## src/rtl/seg_pkg.sv

```systemverilog
// Shared constants for the six-digit 7-segment scan driver: active-low glyphs,
// blink-select encodings, digit indices and the scan state type.
package seg_pkg;

    // Segment order {g,f,e,d,c,b,a}, active-low.
    localparam logic [6:0] SEG_0     = 7'h40;
    localparam logic [6:0] SEG_1     = 7'h79;
    localparam logic [6:0] SEG_2     = 7'h24;
    localparam logic [6:0] SEG_3     = 7'h30;
    localparam logic [6:0] SEG_4     = 7'h19;
    localparam logic [6:0] SEG_5     = 7'h12;
    localparam logic [6:0] SEG_6     = 7'h02;
    localparam logic [6:0] SEG_7     = 7'h78;
    localparam logic [6:0] SEG_8     = 7'h00;
    localparam logic [6:0] SEG_9     = 7'h10;
    localparam logic [6:0] SEG_BLANK = 7'h7F;

    localparam logic [1:0] BLINK_NONE = 2'b00;
    localparam logic [1:0] BLINK_SEC  = 2'b01;
    localparam logic [1:0] BLINK_MIN  = 2'b10;
    localparam logic [1:0] BLINK_HR   = 2'b11;

    localparam int NUM_DIGITS = 6;

    localparam logic [2:0] DIG_SEC_U = 3'd0;
    localparam logic [2:0] DIG_SEC_T = 3'd1;
    localparam logic [2:0] DIG_MIN_U = 3'd2;
    localparam logic [2:0] DIG_MIN_T = 3'd3;
    localparam logic [2:0] DIG_HR_U  = 3'd4;
    localparam logic [2:0] DIG_HR_T  = 3'd5;

    typedef enum logic {
        ST_DRIVE = 1'b0,
        ST_DEAD  = 1'b1
    } scan_state_t;

    // Blink code that selects the field containing digit idx (0,1->SEC; 2,3->MIN; 4,5->HR).
    function automatic logic [1:0] digit_field(input logic [2:0] idx);
        return idx[2:1] + 2'd1;
    endfunction

endpackage

```

## src/rtl/bcd_to_seg7.sv

```systemverilog
// BCD nibble to active-low 7-segment glyph {g,f,e,d,c,b,a}; values above 9 are blank.
module bcd_to_seg7
    import seg_pkg::*;
(
    input  logic [3:0] bcd,
    output logic [6:0] seg_n
);

    always_comb begin
        seg_n = SEG_BLANK;
        case (bcd)
            4'd0:    seg_n = SEG_0;
            4'd1:    seg_n = SEG_1;
            4'd2:    seg_n = SEG_2;
            4'd3:    seg_n = SEG_3;
            4'd4:    seg_n = SEG_4;
            4'd5:    seg_n = SEG_5;
            4'd6:    seg_n = SEG_6;
            4'd7:    seg_n = SEG_7;
            4'd8:    seg_n = SEG_8;
            4'd9:    seg_n = SEG_9;
            default: seg_n = SEG_BLANK;
        endcase
    end

endmodule

```

## src/rtl/seg_scan_driver.sv

```systemverilog
// Six-digit multiplexed 7-segment scan driver with frame snapshot, dead time and field blink.
// Define SEG_LEADING_ZERO_BLANK_EN to blank a leading zero in the hours-tens digit.
//   state    | meaning
//   ST_DRIVE | selected column low, segments carry the decoded digit
//   ST_DEAD  | last count of the slot, all columns and segments off
module seg_scan_driver
    import seg_pkg::*;
#(
    parameter int         SCAN_DIV   = 32,
    parameter int         BLINK_HALF = 16384,
    parameter logic [5:0] DP_MASK    = 6'b010100
) (
    input  logic        clk_32_768K,
    input  logic        rst_n,
    input  logic [23:0] Number_Data,
    input  logic [1:0]  Blink,
    output logic [7:0]  Row_Scan_Sig,
    output logic [5:0]  Column_Scan_Sig
);

    localparam int SCAN_W  = $clog2(SCAN_DIV);
    localparam int BLINK_W = (BLINK_HALF > 1) ? $clog2(BLINK_HALF) : 1;

    localparam logic [SCAN_W-1:0]  SLOT_LAST  = SCAN_W'(SCAN_DIV - 1);
    localparam logic [SCAN_W-1:0]  DRIVE_LAST = SCAN_W'(SCAN_DIV - 2);
    localparam logic [BLINK_W-1:0] BLINK_LAST = BLINK_W'(BLINK_HALF - 1);

    logic [SCAN_W-1:0]  slot_cnt_q,  slot_cnt_d;
    logic [2:0]         digit_idx_q, digit_idx_d;
    logic [23:0]        snap_q,      snap_d;
    scan_state_t        state_q,     state_d;
    logic [BLINK_W-1:0] blink_cnt_q, blink_cnt_d;
    logic               blink_dark_q, blink_dark_d;
    logic [1:0]         blink_prev_q, blink_prev_d;
    logic [7:0]         row_q,       row_d;
    logic [5:0]         col_q,       col_d;

    logic       slot_wrap;
    logic       blink_changed;
    logic       field_dark;
    logic [3:0] nibble;
    logic [6:0] seg7_n;
    logic [6:0] seg_bits;

    bcd_to_seg7 u_bcd_to_seg7 (
        .bcd   (nibble),
        .seg_n (seg7_n)
    );

    always_comb begin
        slot_wrap   = (slot_cnt_q == SLOT_LAST);
        slot_cnt_d  = slot_wrap ? '0 : slot_cnt_q + 1'b1;
        digit_idx_d = digit_idx_q;
        snap_d      = snap_q;
        if (slot_wrap) begin
            if (digit_idx_q == DIG_HR_T) begin
                digit_idx_d = DIG_SEC_U;
                snap_d      = Number_Data;
            end else begin
                digit_idx_d = digit_idx_q + 3'd1;
            end
        end
    end

    always_comb begin
        state_d = state_q;
        case (state_q)
            ST_DRIVE: if (slot_cnt_q == DRIVE_LAST) state_d = ST_DEAD;
            ST_DEAD:  state_d = ST_DRIVE;
            default:  state_d = ST_DRIVE;
        endcase
    end

    always_comb begin
        blink_prev_d  = Blink;
        blink_changed = (Blink != blink_prev_q);
        blink_cnt_d   = blink_cnt_q + 1'b1;
        blink_dark_d  = blink_dark_q;
        if (blink_changed) begin
            blink_cnt_d  = '0;
            blink_dark_d = 1'b0;
        end else if (blink_cnt_q == BLINK_LAST) begin
            blink_cnt_d  = '0;
            blink_dark_d = ~blink_dark_q;
        end
    end

    always_comb begin
        nibble = 4'h0;
        case (digit_idx_q)
            DIG_SEC_U: nibble = snap_q[3:0];
            DIG_SEC_T: nibble = snap_q[7:4];
            DIG_MIN_U: nibble = snap_q[11:8];
            DIG_MIN_T: nibble = snap_q[15:12];
            DIG_HR_U:  nibble = snap_q[19:16];
            DIG_HR_T:  nibble = snap_q[23:20];
            default:   nibble = 4'h0;
        endcase
    end

    always_comb begin
        seg_bits = seg7_n;
`ifdef SEG_LEADING_ZERO_BLANK_EN
        if (digit_idx_q == DIG_HR_T && nibble == 4'd0) seg_bits = SEG_BLANK;
`endif
        // A fresh Blink selection is shown at once, even if the old phase was dark.
        field_dark = blink_dark_q && !blink_changed && (Blink != BLINK_NONE)
                     && (Blink == digit_field(digit_idx_q));
        row_d = 8'hFF;
        col_d = 6'h3F;
        if (state_q == ST_DRIVE) begin
            col_d = ~(6'b000001 << digit_idx_q);
            row_d = field_dark ? 8'hFF : {~DP_MASK[digit_idx_q], seg_bits};
        end
    end

    always_ff @(posedge clk_32_768K or negedge rst_n) begin
        if (!rst_n) begin
            slot_cnt_q   <= '0;
            digit_idx_q  <= DIG_SEC_U;
            snap_q       <= 24'h0;
            state_q      <= ST_DRIVE;
            blink_cnt_q  <= '0;
            blink_dark_q <= 1'b0;
            blink_prev_q <= BLINK_NONE;
            row_q        <= 8'hFF;
            col_q        <= 6'h3F;
        end else begin
            slot_cnt_q   <= slot_cnt_d;
            digit_idx_q  <= digit_idx_d;
            snap_q       <= snap_d;
            state_q      <= state_d;
            blink_cnt_q  <= blink_cnt_d;
            blink_dark_q <= blink_dark_d;
            blink_prev_q <= blink_prev_d;
            row_q        <= row_d;
            col_q        <= col_d;
        end
    end

    assign Row_Scan_Sig    = row_q;
    assign Column_Scan_Sig = col_q;

endmodule

```

## config.mk

```make
export PLATFORM = sky130hd
export DESIGN_NAME = seg_scan_driver
export DESIGN_NICKNAME = d
export VERILOG_FILES = /design/src/rtl/seg_pkg.sv /design/src/rtl/bcd_to_seg7.sv /design/src/rtl/seg_scan_driver.sv
export SDC_FILE = /design/constraint.sdc
export NUM_CORES = 1
export LEC_CHECK = 0
export BUFFER_PORTS_ARGS = -buffer_cell sky130_fd_sc_hd__buf_2
export CAP_MARGIN = 25
export CORE_ASPECT_RATIO = 1.2
export CORE_MARGIN = 2
export CORE_UTILIZATION = 57
export DETAILED_ROUTE_END_ITERATION = 6
export PLACE_DENSITY_LB_ADDON = 0.15
export SETUP_SLACK_MARGIN = 0.3
export SLEW_MARGIN = 20
export SYNTH_ARGS = -nofsm -noshare
export SYNTH_HDL_FRONTEND = slang
export SYNTH_SLANG_ARGS = --single-unit
```

## constraint.sdc

```tcl
create_clock -name clk_32_768K -period 3 [get_ports clk_32_768K]
set_input_delay 0.15 -clock clk_32_768K [delete_from_list [all_inputs] [get_ports clk_32_768K]]
set_output_delay 0.15 -clock clk_32_768K [all_outputs]
set_load 0.01 [all_outputs]
```

# Yosys cells after proc, flatten, opt, wreduce, memory -nomap -nowiden
# Memory sizes are Yosys's and may differ from the RTL's.
# Cells that the tools add are included.
# classes
muxes	13
n_reduce_logical	8
n_shift	1
n_addsub	4
n_bitwise	4
order_cmp	1
n_eq_ne	10
# ops
operator	n
$mux 14	2
$pmux 4 s6	1
$mux 8	2
$add 14x1->14 const B	1
$eq 14x14->1 const B	1
$eq 5x5->1 const B	2
$eq 3x2->1 const B	2
$eq 3x3->1 const B	2
$mux 6	1
$not 6->6	1
$shl 1x3->6 const A	1
$add 5x1->5 const B	1
$mux 5	1
$lt 3x4->1 const B	1
$mux 1	4
$reduce_bool 2->1	2
$add 3x1->3 const B	1
$eq 3x1->1 const B	1
$logic_and 1x1->1	3
$logic_not 3->1	1
$mux 3	1
$not 1->1	3
$add 2x1->2 const B	1
$eq 2x2->1	1
4 further kinds	4
# totals
input_bits	28
rom_bits	120
reg_bits	64
word_cells	52
memories	2
# memory_table
memory	words	width	read_ports	rd_clocked_by_memory_dff	wr	line_no	source
(name not given)	16	7	1	0	0	bcd_to_seg7.sv:11	case (bcd)
(name not given)	8	1	1	0	0	seg_scan_driver.sv:113	row_d = field_dark ? 8'hFF : {~DP_MASK[digit_idx_q], seg_bits};

# Logic depth before layout (Yosys ltp)
# Gate-level depths: netlist (run 1).
# depth
ltp_word	7
mapped_depth	11

# By module
# Synthesis (run 1) repeated with hierarchy kept, for this count alone.
# unflattened
cells_unflattened	268
hier_area_um2	2999.1
# by_module_without_submodules
mod	area_per_inst_um2	cells_each	seq_area_each_um2	n_inst
seg_scan_driver	2788.9	235	1619.1	1
bcd_to_seg7	210.2	33	0.0	1

# Worst setup path before layout (run 1)
# OpenSTA, ideal clock, no wires.
# synth_path
path_kind	register -> register
startpoint	reg digit_idx_q[2]
endpoint	reg row_q[4] (netlist: Row_Scan_Sig[4])
required_ps	2895
slack_ps	866
arrival_time_ps	2029
period_less_slack_ps	2134
stages_incl_launch_ff	12
setup_time_ps	105
cell_sequence	dfrtp_1 > buf_6 > buf_2 > inv_1 > ha_1 > a222oi_1 > o21ai_2 > inv_1 > ha_1 > inv_1 > o21ai_0 > o211ai_1
# synth_between
elab_chain_cells	5
elab_cells_between_ends	13
classes_between	1 x add/sub; 6 x eq/ne; 3 x mux; 2 x reduce/logical; 1 x memory
# synth_rtl
item	line_no	source
start, declared	seg_scan_driver.sv:29	logic [2:0] digit_idx_q, digit_idx_d;
start signal, assigned	seg_scan_driver.sv:130	digit_idx_q <= digit_idx_d;
$eq 3x3->1 (tied with other cells)	seg_scan_driver.sv:90	case (digit_idx_q)
$pmux 4 s6 / $eq 2x2->1 (equally long branches)	seg_scan_driver.sv:90, seg_scan_driver.sv:108	
$mem_v2 16x7 / $logic_and 1x1->1 (equally long branches)	n/a	
$mux 8 (*)	seg_scan_driver.sv:113	
$mux 8 (*)	seg_scan_driver.sv:111	if (state_q == ST_DRIVE) begin
via row_d[4]	seg_scan_driver.sv:35	logic [7:0] row_q, row_d;
end signal, assigned	seg_scan_driver.sv:136	row_q <= row_d;
end, declared	seg_scan_driver.sv:35	
# The timed path passes the listed nets; every way through them passes the cells marked *.
# A chain may end at the register's enable or synchronous reset.

# Worst setup path after layout (run 1)
# layout_path
startpoint	reg digit_idx_q[1]
endpoint	reg row_q[4] (netlist: Row_Scan_Sig[4])
# The elaborated chain is that of the path after synthesis.

==> results of run 1 <==
-- power by group --
group | total [W] | internal (W) | leakage (nW) | switching [W]
Sequential | 0.000912 | 0.000898 | 0.770 | 0.0000149
Clock | 0.000729 | 0.000427 | 0.103 | 0.000302
Combinational | 0.000116 | 0.0000541 | 0.663 | 0.0000616
Total | 0.00176 | 0.00138 | 1.54 | 0.000378
-- cells by family after synthesis --
group / after synthesis / synth area share
AOI/OAI and AO/OA: 26 / 0.0681
xor gates and xnor gates: 17 / 0.0500
adders and majority gates: 10 / 0.0421
buffers and inverters: 21 / 0.0315
DFF: 64 / 0.544
muxes: 33 / 0.124
and+or+nand+nor: 84 / 0.140
-- synthesized netlist by cell type, types with 5 or more instances --
library cell	instances
dfrtp_1	50
nand3_1	11
xor2_1	9
mux2_2	26
nor2_1	32
inv_1	11
buf_2	6
nand2_1	16
xnor2_1	8
o21ai_0	5
ha_1	10
dfstp_2	14
-- through the flow --
stage / worst slack (ns) / utilization / std cells / hold WS [ns]
2_1_floorplan: 0.866 / - / 255 / -0.146
3_3_place_gp: 0.793 / 0.648 / 349 / 0.311
3_5_place_dp: 0.673 / 0.648 / 349 / 0.310
4_1_cts: 0.664 / 0.692 / 367 / 0.00198
5_1_grt: 0.471 / 0.692 / 367 / 0.0314
6_report: 0.674 / 0.692 / 367 / -0.0326
-- layout make-up --
cell class	count	area [um^2]
clock buffer	13	159
clock inverter	3	40.0
fill	377	1530
inverter	11	41.3
multi-input combinational	170	1260
sequential	64	1620
tap	60	75.1
timing repair buffer	46	248
-- state kept, by name, indices dropped and copies added (netlist names) --
register         flops
Column_Scan_Sig      6
Row_Scan_Sig         8
blink_cnt_q         14
blink_dark_q         1
blink_prev_q         2
digit_idx_q          3
slot_cnt_q           5
snap_q              24
state_q              1
-- placed cells by master, fill, tap and decap left out, types with 2 or more instances in the layout --
master and instances:
dfrtp_1 50, buf_2 41, nor2_1 32, mux2_2 26
nand2_1 16, dfstp_2 14, inv_1 11, nand3_1 11
clkbuf_8 11, ha_1 10, xor2_1 9, xnor2_1 8
o21ai_0 5, and2_1 4, nand4_1 4, a22oi_1 4
mux2i_1 4, and3_1 3, buf_4 3, o21a_1 2
nor3_1 2, nor2b_1 2, and3b_1 2, mux2_1 2
a221oi_1 2, a21oi_1 2, o211ai_1 2, nand3b_1 2
o21ai_1 2, nand2b_1 2, clkinv_2 2, clkbuf_1 2
dlygate4sd3_1 2
-- path summary, 6_finish.rpt --
| check | from | cells past startpoint | slack (ns) | end |
|---|---|---|---|---|
| setup / recovery | digit_idx_q[1] | 9 | 0.67 | Row_Scan_Sig[4] |
| hold / removal | rst_n | 2 | -0.03 | blink_cnt_q[9] |
| setup reg to reg | digit_idx_q[1] | 9 | 0.67 | Row_Scan_Sig[4] |
| hold reg to reg | blink_cnt_q[0] | 1 | 0.49 | blink_cnt_q[0] |
| max in group asynchronous | rst_n | 2 | 2.52 | digit_idx_q[2] |
| min in group clk_32_768K | Number_Data[20] | 2 | 0.04 | snap_q[20] |
-- layer usage --
| metal | vias to the layer above | global-route usage | part of all wire |
|---|---|---|---|
| met4 | 0 | 0.0857 | 0.022 |
| met5 | - | 0 | 0 |
| li1 | 969 | - | - |
| met3 | 16 | 0.0619 | 0.037 |
| met1 | 939 | 0.254 | 0.44 |
| met2 | 41 | 0.337 | 0.50 |
==> flow_summary.json, run 1 <==
{
  "post-route-period-util": 0.775,
  "hpwlAfterDp_um": 3760,
  "yosysTopAreaCell": "dfrtp_1",
  "gp_routability_congestion": 0.901,
  "synth.distinct_cells": 42,
  "holdBufCountCts": 2,
  "hold_slack_ns": -0.0326,
  "syn_avg_cell_area_um2": 11.7,
  "grt_pass1_wl_um": 9370,
  "cp_slowest_cell": "dfrtp_1",
  "synth_nets": 293,
  "area_growth_pct": 15.8,
  "cp.required_ns": 3.23,
  "status": "complete, but fails checks",
  "core_um2": 4970,
  "clockBufferDepth": 2,
  "post_cts_resized": 0,
  "cts-root-buf": "clkbuf_8",
  "path_cells": "and2_1, ha_1, a222oi_1, o21ai_2, inv_1, ha_1, inv_1, o21ai_0, o211ai_1",
  "leakagePower_nw": 1.54,
  "die_area_um2": 5820,
  "antenna_found_initial": 0,
  "antenna_cells": 0,
  "async_flop_share": 1.00,
  "ios": 42,
  "syn-cell-area_um2": 2980,
  "vdd_ir_drop_max_mv": 0.364,
  "drtPass1Iterations": 4,
  "fin_nets": 340,
  "slowest_delay_ns": 0.51,
  "grt_pass1_vias": 2084,
  "p_total_w": 0.00176,
  "period_minus_slack_ns": 2.33,
  "synth_top_area_share": 0.421,
  "rsz0062_at_grt": "no",
  "layout-drive-gt1-share": 0.342,
  "path_buf_inv": 2,
  "grt_overflow_total": 0,
  "ys_seq_area_frac": 0.544,
  "slew_violations": 0,
  "drtIter0Drc": 91,
  "ctsHtreeMaxLevel": 3,
  "place_area_um2": 3230,
  "clk_pin_slew_worst_paths_ns": 0.07,
  "path_delay_family": "compound AO/OA/AOI/OAI gates",
  "design_area_um2": 3440,
  "synth.area.top_cells": "dfrtp_1 (42%), dfstp_2 (12%), mux2_2 (9.8%), ha_1 (4.2%), nor2_1 (4.0%)",
  "final_hold_viol_count": 43,
  "critical_path_class": "reg2reg",
  "cts-buffers-inserted": 9,
  "fin_tns_setup_ns": 0,
  "clock.fmax_mhz": 430,
  "die_h_um": 83.1,
  "ys_seq_elements": 64,
  "slew_headroom": 0.489,
  "finalSetupViolations": 0,
  "cap_violations": 0,
  "yosys_warnings": 0,
  "power.density_nw_per_um2": 510,
  "clock_skew_ns": 0.00539,
  "hp-class": "in2async",
  "tritoncts": "built",
  "post_cts_buffers": 0,
  "cts.sink_count": 64,
  "worstSetupEndpointType": "flop",
  "routedWlPerCell_um": 14.3,
  "vias_per_cell": 5.35,
  "drc": 0,
  "port_buffers": 41,
  "grt_usage": 0.206,
  "startpoint_type": "flop",
  "vias": 1965,
  "die_w_um": 70.0,
  "worstPathArrival_ns": 2.56,
  "clock_latency_ns": 0.33,
  "synth_ff_type": "dfrtp_1",
  "synth_edf_count": 0,
  "worst_pin_slew_ns": 0.766,
  "violations": "negative hold slack",
  "initial_core_util": 0.598,
  "core.rowCount": 28,
  "totalWireLength_um": 5230,
  "grt_max_degree": 65,
  "postRouteAntennaNets": 0,
  "cp_max_fo": 14,
  "synthCells": 255
}
No activity file was read; power rests on OpenSTA's default activity.
==> run 2: changes to the inputs <==
Settings changed: CORE_UTILIZATION 57 to 51.
Clock period 3 ns to 2.1 ns, I/O delays scaled along.
==> flow_summary.json, run 2 (synthesized netlist as in run 1, its figures left out) <==
{
  "slowest_delay_ns": 0.46,
  "dp_cells": 365,
  "worstSetupEndpointType": "flop",
  "slew_headroom": 0.569,
  "met2_usage": 0.325,
  "antenna_found_initial": 0,
  "reg2reg_from": "digit_idx_q[2]",
  "cp_max_fo": 6,
  "area_growth_pct": 29.9,
  "hold_depth": 2,
  "ctsHtreeMaxLevel": 3,
  "grt_use_met3": 0.0541,
  "fin_nets": 375,
  "top_usage_layer": "met2",
  "die_w_um": 73.7,
  "grt_max_degree": 38,
  "tritoncts": "built",
  "critical_path_class": "reg2reg",
  "path_cells": "mux2_4, a222oi_1, o21ai_2, ha_4, mux2i_1, a22oi_1",
  "cts-root-buf": "clkbuf_8",
  "reg2reg_depth": 6,
  "core_um2": 5630,
  "clock_latency_ns": 0.34,
  "vias": 2138,
  "finalSetupViolations": 0,
  "r2r-end": "Row_Scan_Sig[3]",
  "worst_pin_slew_ns": 0.647,
  "fin_cells": 406,
  "grt_pass1_vias": 2204,
  "worstPathArrival_ns": 2.23,
  "core.rowCount": 30,
  "hold_path.startpoint": "Number_Data[2]",
  "most-common-layout-cells": "dfrtp_1 (49), buf_2 (41), nor2_1 (31)",
  "cts.sink_count": 64,
  "power.density_nw_per_um2": 658,
  "vias_per_cell": 5.27,
  "post-route-period-util": 0.934,
  "layout-drive-gt1-share": 0.401,
  "hold_end": "snap_q[2]",
  "die_h_um": 87.7,
  "grt_pass1_wl_um": 9950,
  "cp.required_ns": 2.37,
  "clockBufferDepth": 2,
  "clk_pin_slew_worst_paths_ns": 0.07,
  "largest_reg_flops": 24,
  "port_buffers": 41,
  "leakagePower_nw": 1.69,
  "ios": 42,
  "die_area_um2": 6460,
  "drc": 0,
  "startpoint_type": "flop",
  "cts-buffers-inserted": 9,
  "cap_violations": 0,
  "slew_violations": 0,
  "rsz0062_at_grt": "yes",
  "hp-class": "in2reg",
  "totalWireLength_um": 5770,
  "clock_skew_ns": 0.00589,
  "period_minus_slack_ns": 1.96,
  "drtIter0Drc": 101,
  "routedWlPerCell_um": 14.2,
  "drtPass1Iterations": 4,
  "final_hold_viol_count": 0,
  "vdd_ir_drop_max_mv": 0.479,
  "grt_overflow_total": 0,
  "hpwlAfterDp_um": 4000,
  "cp_slowest_cell": "dfrtp_2",
  "grt_usage": 0.205,
  "use_met1": 0.257,
  "postRouteAntennaNets": 0,
  "regMostFlops": "snap_q",
  "status": "finished clean",
  "antenna_cells": 0,
  "rrSetupSlack_ns": 0.14,
  "gp_routability_congestion": 0.847,
  "clock.fmax_mhz": 510,
  "post-route-util": 0.687,
  "initial_core_util": 0.528,
  "final_common_cell": "dfrtp_1"
}
## run 2: changes by cell type in the layout (fill, tap and decap cells not counted), sizes merged
cell / previous run / this run
dlygate4sd3: 2 / 25
clkinvlp: 0 / 2
buf: 44 / 56
clkinv: 2 / 4
clkbuf: 13 / 9
## run 2: report_power, final
group	leakage (nW)	switching, W	internal, W
Sequential	0.768	0.0000212	0.00128
Combinational	0.830	0.000101	0.000116
Clock	0.0952	0.000479	0.000546
Total	1.69	0.000601	0.00194
## run 2: metrics by stage
step | setup WS [ns] | instance area, um^2 | hold WS (ns) | total power (W) | TNS (ns)
after floorplan | 0.0955 | 3050 | -0.191 | 0.00141 | 0
after global placement | 0.166 | 3380 | 0.172 | 0.00150 | 0
after detailed placement | 0.0939 | 3380 | 0.166 | 0.00151 | 0
after CTS | 0.133 | 3850 | 0.0000349 | 0.00258 | 0
after global routing | -0.0642 | 3870 | 0.00295 | 0.00267 | -0.249
final | 0.139 | 3870 | 0.0134 | 0.00254 | 0
## run 2: worst max path at each step
stage / from / end / slack, ns / cells after the start
6_report: digit_idx_q[2] / Row_Scan_Sig[3] / 0.14 / 6
5_1_grt: digit_idx_q[2] / Row_Scan_Sig[0] / -0.06 / 7
4_1_cts: digit_idx_q[2] / Row_Scan_Sig[3] / 0.13 / 6
3_5_place_dp: digit_idx_q[2] / Row_Scan_Sig[4] / 0.09 / 9
3_3_place_gp: digit_idx_q[2] / Row_Scan_Sig[4] / 0.17 / 8
2_1_floorplan: digit_idx_q[1] / Row_Scan_Sig[1] / 0.1 / 9
## run 2: final cells by class
type | instances | area [um^2]
flip-flops and latches | 64 | 1620
clock inverters | 7 | 72.6
multi-input cells | 170 | 1340
repair buffers | 81 | 584
clock buffers | 9 | 124
inverters | 11 | 41.3
well taps | 64 | 80.1
fillers | 407 | 1760
## run 2: timing repair
action | in CTS | in global routing
setup buffers | 0 | 0
hold endpoints to repair | 50 | 0
hold buffers | 25 | 0
pin swaps | 10 | 1
setup endpoints to repair | 42 | 40
resized for setup | 9 | 4
## run 2: per-layer routing
metal	up-vias	wire, um
li1	1040	-
met1	1036	2600
met2	49	2840
met3	13	199
met4	0	127
met5	-	0
## run 2: worst max-delay path, delay by kind of cell, from the launching register on
family          cells  cell delay [ns]
flops               1             0.46
mux                 2             0.37
fa+ha+maj           1             0.33
compound gates      3             0.74
==> run 3: changes to the inputs <==
Settings changed: PLACE_DENSITY from default to 0.77, PLACE_DENSITY_LB_ADDON 0.15 to default.
==> flow_summary.json, run 3 (synthesized netlist as in run 1, its figures left out) <==
{
  "cts-buffers-inserted": 9,
  "pre_cts_ws_ns": 0.0911,
  "clk_pin_slew_worst_paths_ns": 0.07,
  "vias_per_cell": 5.35,
  "finalSetupViolations": 0,
  "post-route-period-util": 0.951,
  "tritoncts": "built",
  "startpoint_type": "flop",
  "cts-root-buf": "clkbuf_8",
  "grt_pass1_wl_um": 10100,
  "drtIter0Drc": 109,
  "core_um2": 5630,
  "fillers": 383,
  "fin_nets": 380,
  "cts.sink_count": 64,
  "rsz0062_at_grt": "yes",
  "cp_slowest_cell": "dfrtp_2",
  "postRouteAntennaNets": 0,
  "clock_skew_ns": 0.0134,
  "fin_cells": 411,
  "period_minus_slack_ns": 2.00,
  "layout-drive-gt1-share": 0.432,
  "totalWireLength_um": 6330,
  "slowest_delay_ns": 0.45,
  "port_buffers": 41,
  "die_w_um": 73.7,
  "grt_pass1_vias": 2192,
  "gp_routability_congestion": 0.825,
  "ctsHtreeMaxLevel": 3,
  "path_buf_inv": 2,
  "die_area_um2": 6460,
  "path_cells": "buf_6, mux2_4, a221oi_2, nand3_1, inv_2, ha_4, mux2i_1, a22oi_1",
  "final_hold_viol_count": 0,
  "initial_core_util": 0.528,
  "cp_max_fo": 6,
  "status": "finished clean",
  "dp_cells": 365,
  "p_total_w": 0.00247,
  "finalWorstSetupSlack_ns": 0.103,
  "worstPathArrival_ns": 2.24,
  "critical_path_class": "reg2reg",
  "final_common_cell": "dfrtp_1",
  "most-common-layout-cells": "dfrtp_1 (48), buf_2 (41), nor2_1 (30)",
  "grt_usage": 0.208,
  "clock_latency_ns": 0.34,
  "hold_slack_ns": 0.00764,
  "cap_violations": 0,
  "clock.fmax_mhz": 501,
  "grt_max_degree": 65,
  "routedWlPerCell_um": 15.4,
  "path_delay_family": "flip-flops",
  "worst_pin_slew_ns": 0.534,
  "antenna_cells": 0,
  "area_growth_pct": 31.3,
  "regMostFlops": "snap_q",
  "vias": 2198,
  "worstSetupEndpointType": "flop",
  "cp.required_ns": 2.34,
  "vdd_ir_drop_max_mv": 0.585,
  "largest_reg_flops": 24,
  "power.density_nw_per_um2": 632,
  "hp-class": "in2reg",
  "hpwlAfterDp_um": 4040,
  "drc": 0,
  "slew_headroom": 0.643,
  "grt_overflow_total": 0,
  "post-route-util": 0.694,
  "slew_violations": 0,
  "drtPass1Iterations": 4,
  "die_h_um": 87.7,
  "leakagePower_nw": 1.71,
  "clockBufferDepth": 2,
  "antenna_found_initial": 0,
  "ios": 42,
  "core.rowCount": 30
}
==> run 3: area by class of cell <==
class	instances	area, um^2	share of cell area
multi-input combinational	171	1380	0.354
tap	64	80.1	0.0205
sequential	64	1620	0.415
inverter	11	41.3	0.0106
clock inverter	3	17.5	0.00448
clock buffer	13	159	0.0407
timing repair buffer	85	606	0.155
==> run 3: path summary, 6_finish.rpt <==
check,from,end,slack (ns),depth (start not counted)
min in group asynchronous,rst_n,blink_cnt_q[0],0.29,3
max in group asynchronous,rst_n,Column_Scan_Sig[1],1.48,3
worst min-delay path,Number_Data[15],snap_q[15],0.008,2
worst max register to register,digit_idx_q[2],Row_Scan_Sig[3],0.10,8
worst max-delay path,digit_idx_q[2],Row_Scan_Sig[3],0.10,8
worst min register to register,slot_cnt_q[0],slot_cnt_q[0],0.48,1
==> run 3: worst reg2reg max path: cells and delay by family (launching register included) <==
kind / cells / cell delay [ns]
simple gates: 1 / 0.17
buf+inv: 2 / 0.29
fa+ha+maj: 1 / 0.21
compound gates: 2 / 0.33
mux: 2 / 0.44
flops: 1 / 0.45
==> run 3: report_power, final <==
part	internal, W	total [W]	leakage, nW	switching [W]
Clock	0.000489	0.000939	0.0894	0.000449
Combinational	0.000119	0.000224	0.854	0.000106
Sequential	0.00128	0.00130	0.768	0.0000228
Total	0.00189	0.00247	1.71	0.000578
==> run 3: stage by stage <==
stage               TNS, ns  instance area, um^2
detailed placement        0                 3380
floorplan                 0                 3050
CTS                       0                 3810
global route        -0.0173                 3910
finish                    0                 3910
global placement          0                 3380
==> run 3: routing by layer <==
metal | GRT usage | vias to the layer above | routed length, um
met5 | 0 | - | 0
met4 | 0.112 | 0 | 155
met3 | 0.0426 | 16 | 237
met2 | 0.343 | 61 | 3260
met1 | 0.254 | 1071 | 2670
li1 | - | 1050 | -
==> run 3: what timing repair did <==
| action | 4_1_cts | 5_1_grt |
|---|---|---|
| pin swaps | 9 | 5 |
| gates resized for setup | 13 | 8 |
| buffers inserted | 3 | 6 |
| setup endpoints to repair | 19 | 44 |
| endpoints found under the hold margin | 68 | 1 |
| gates cloned | 0 | 1 |
| hold buffers | 19 | 1 |
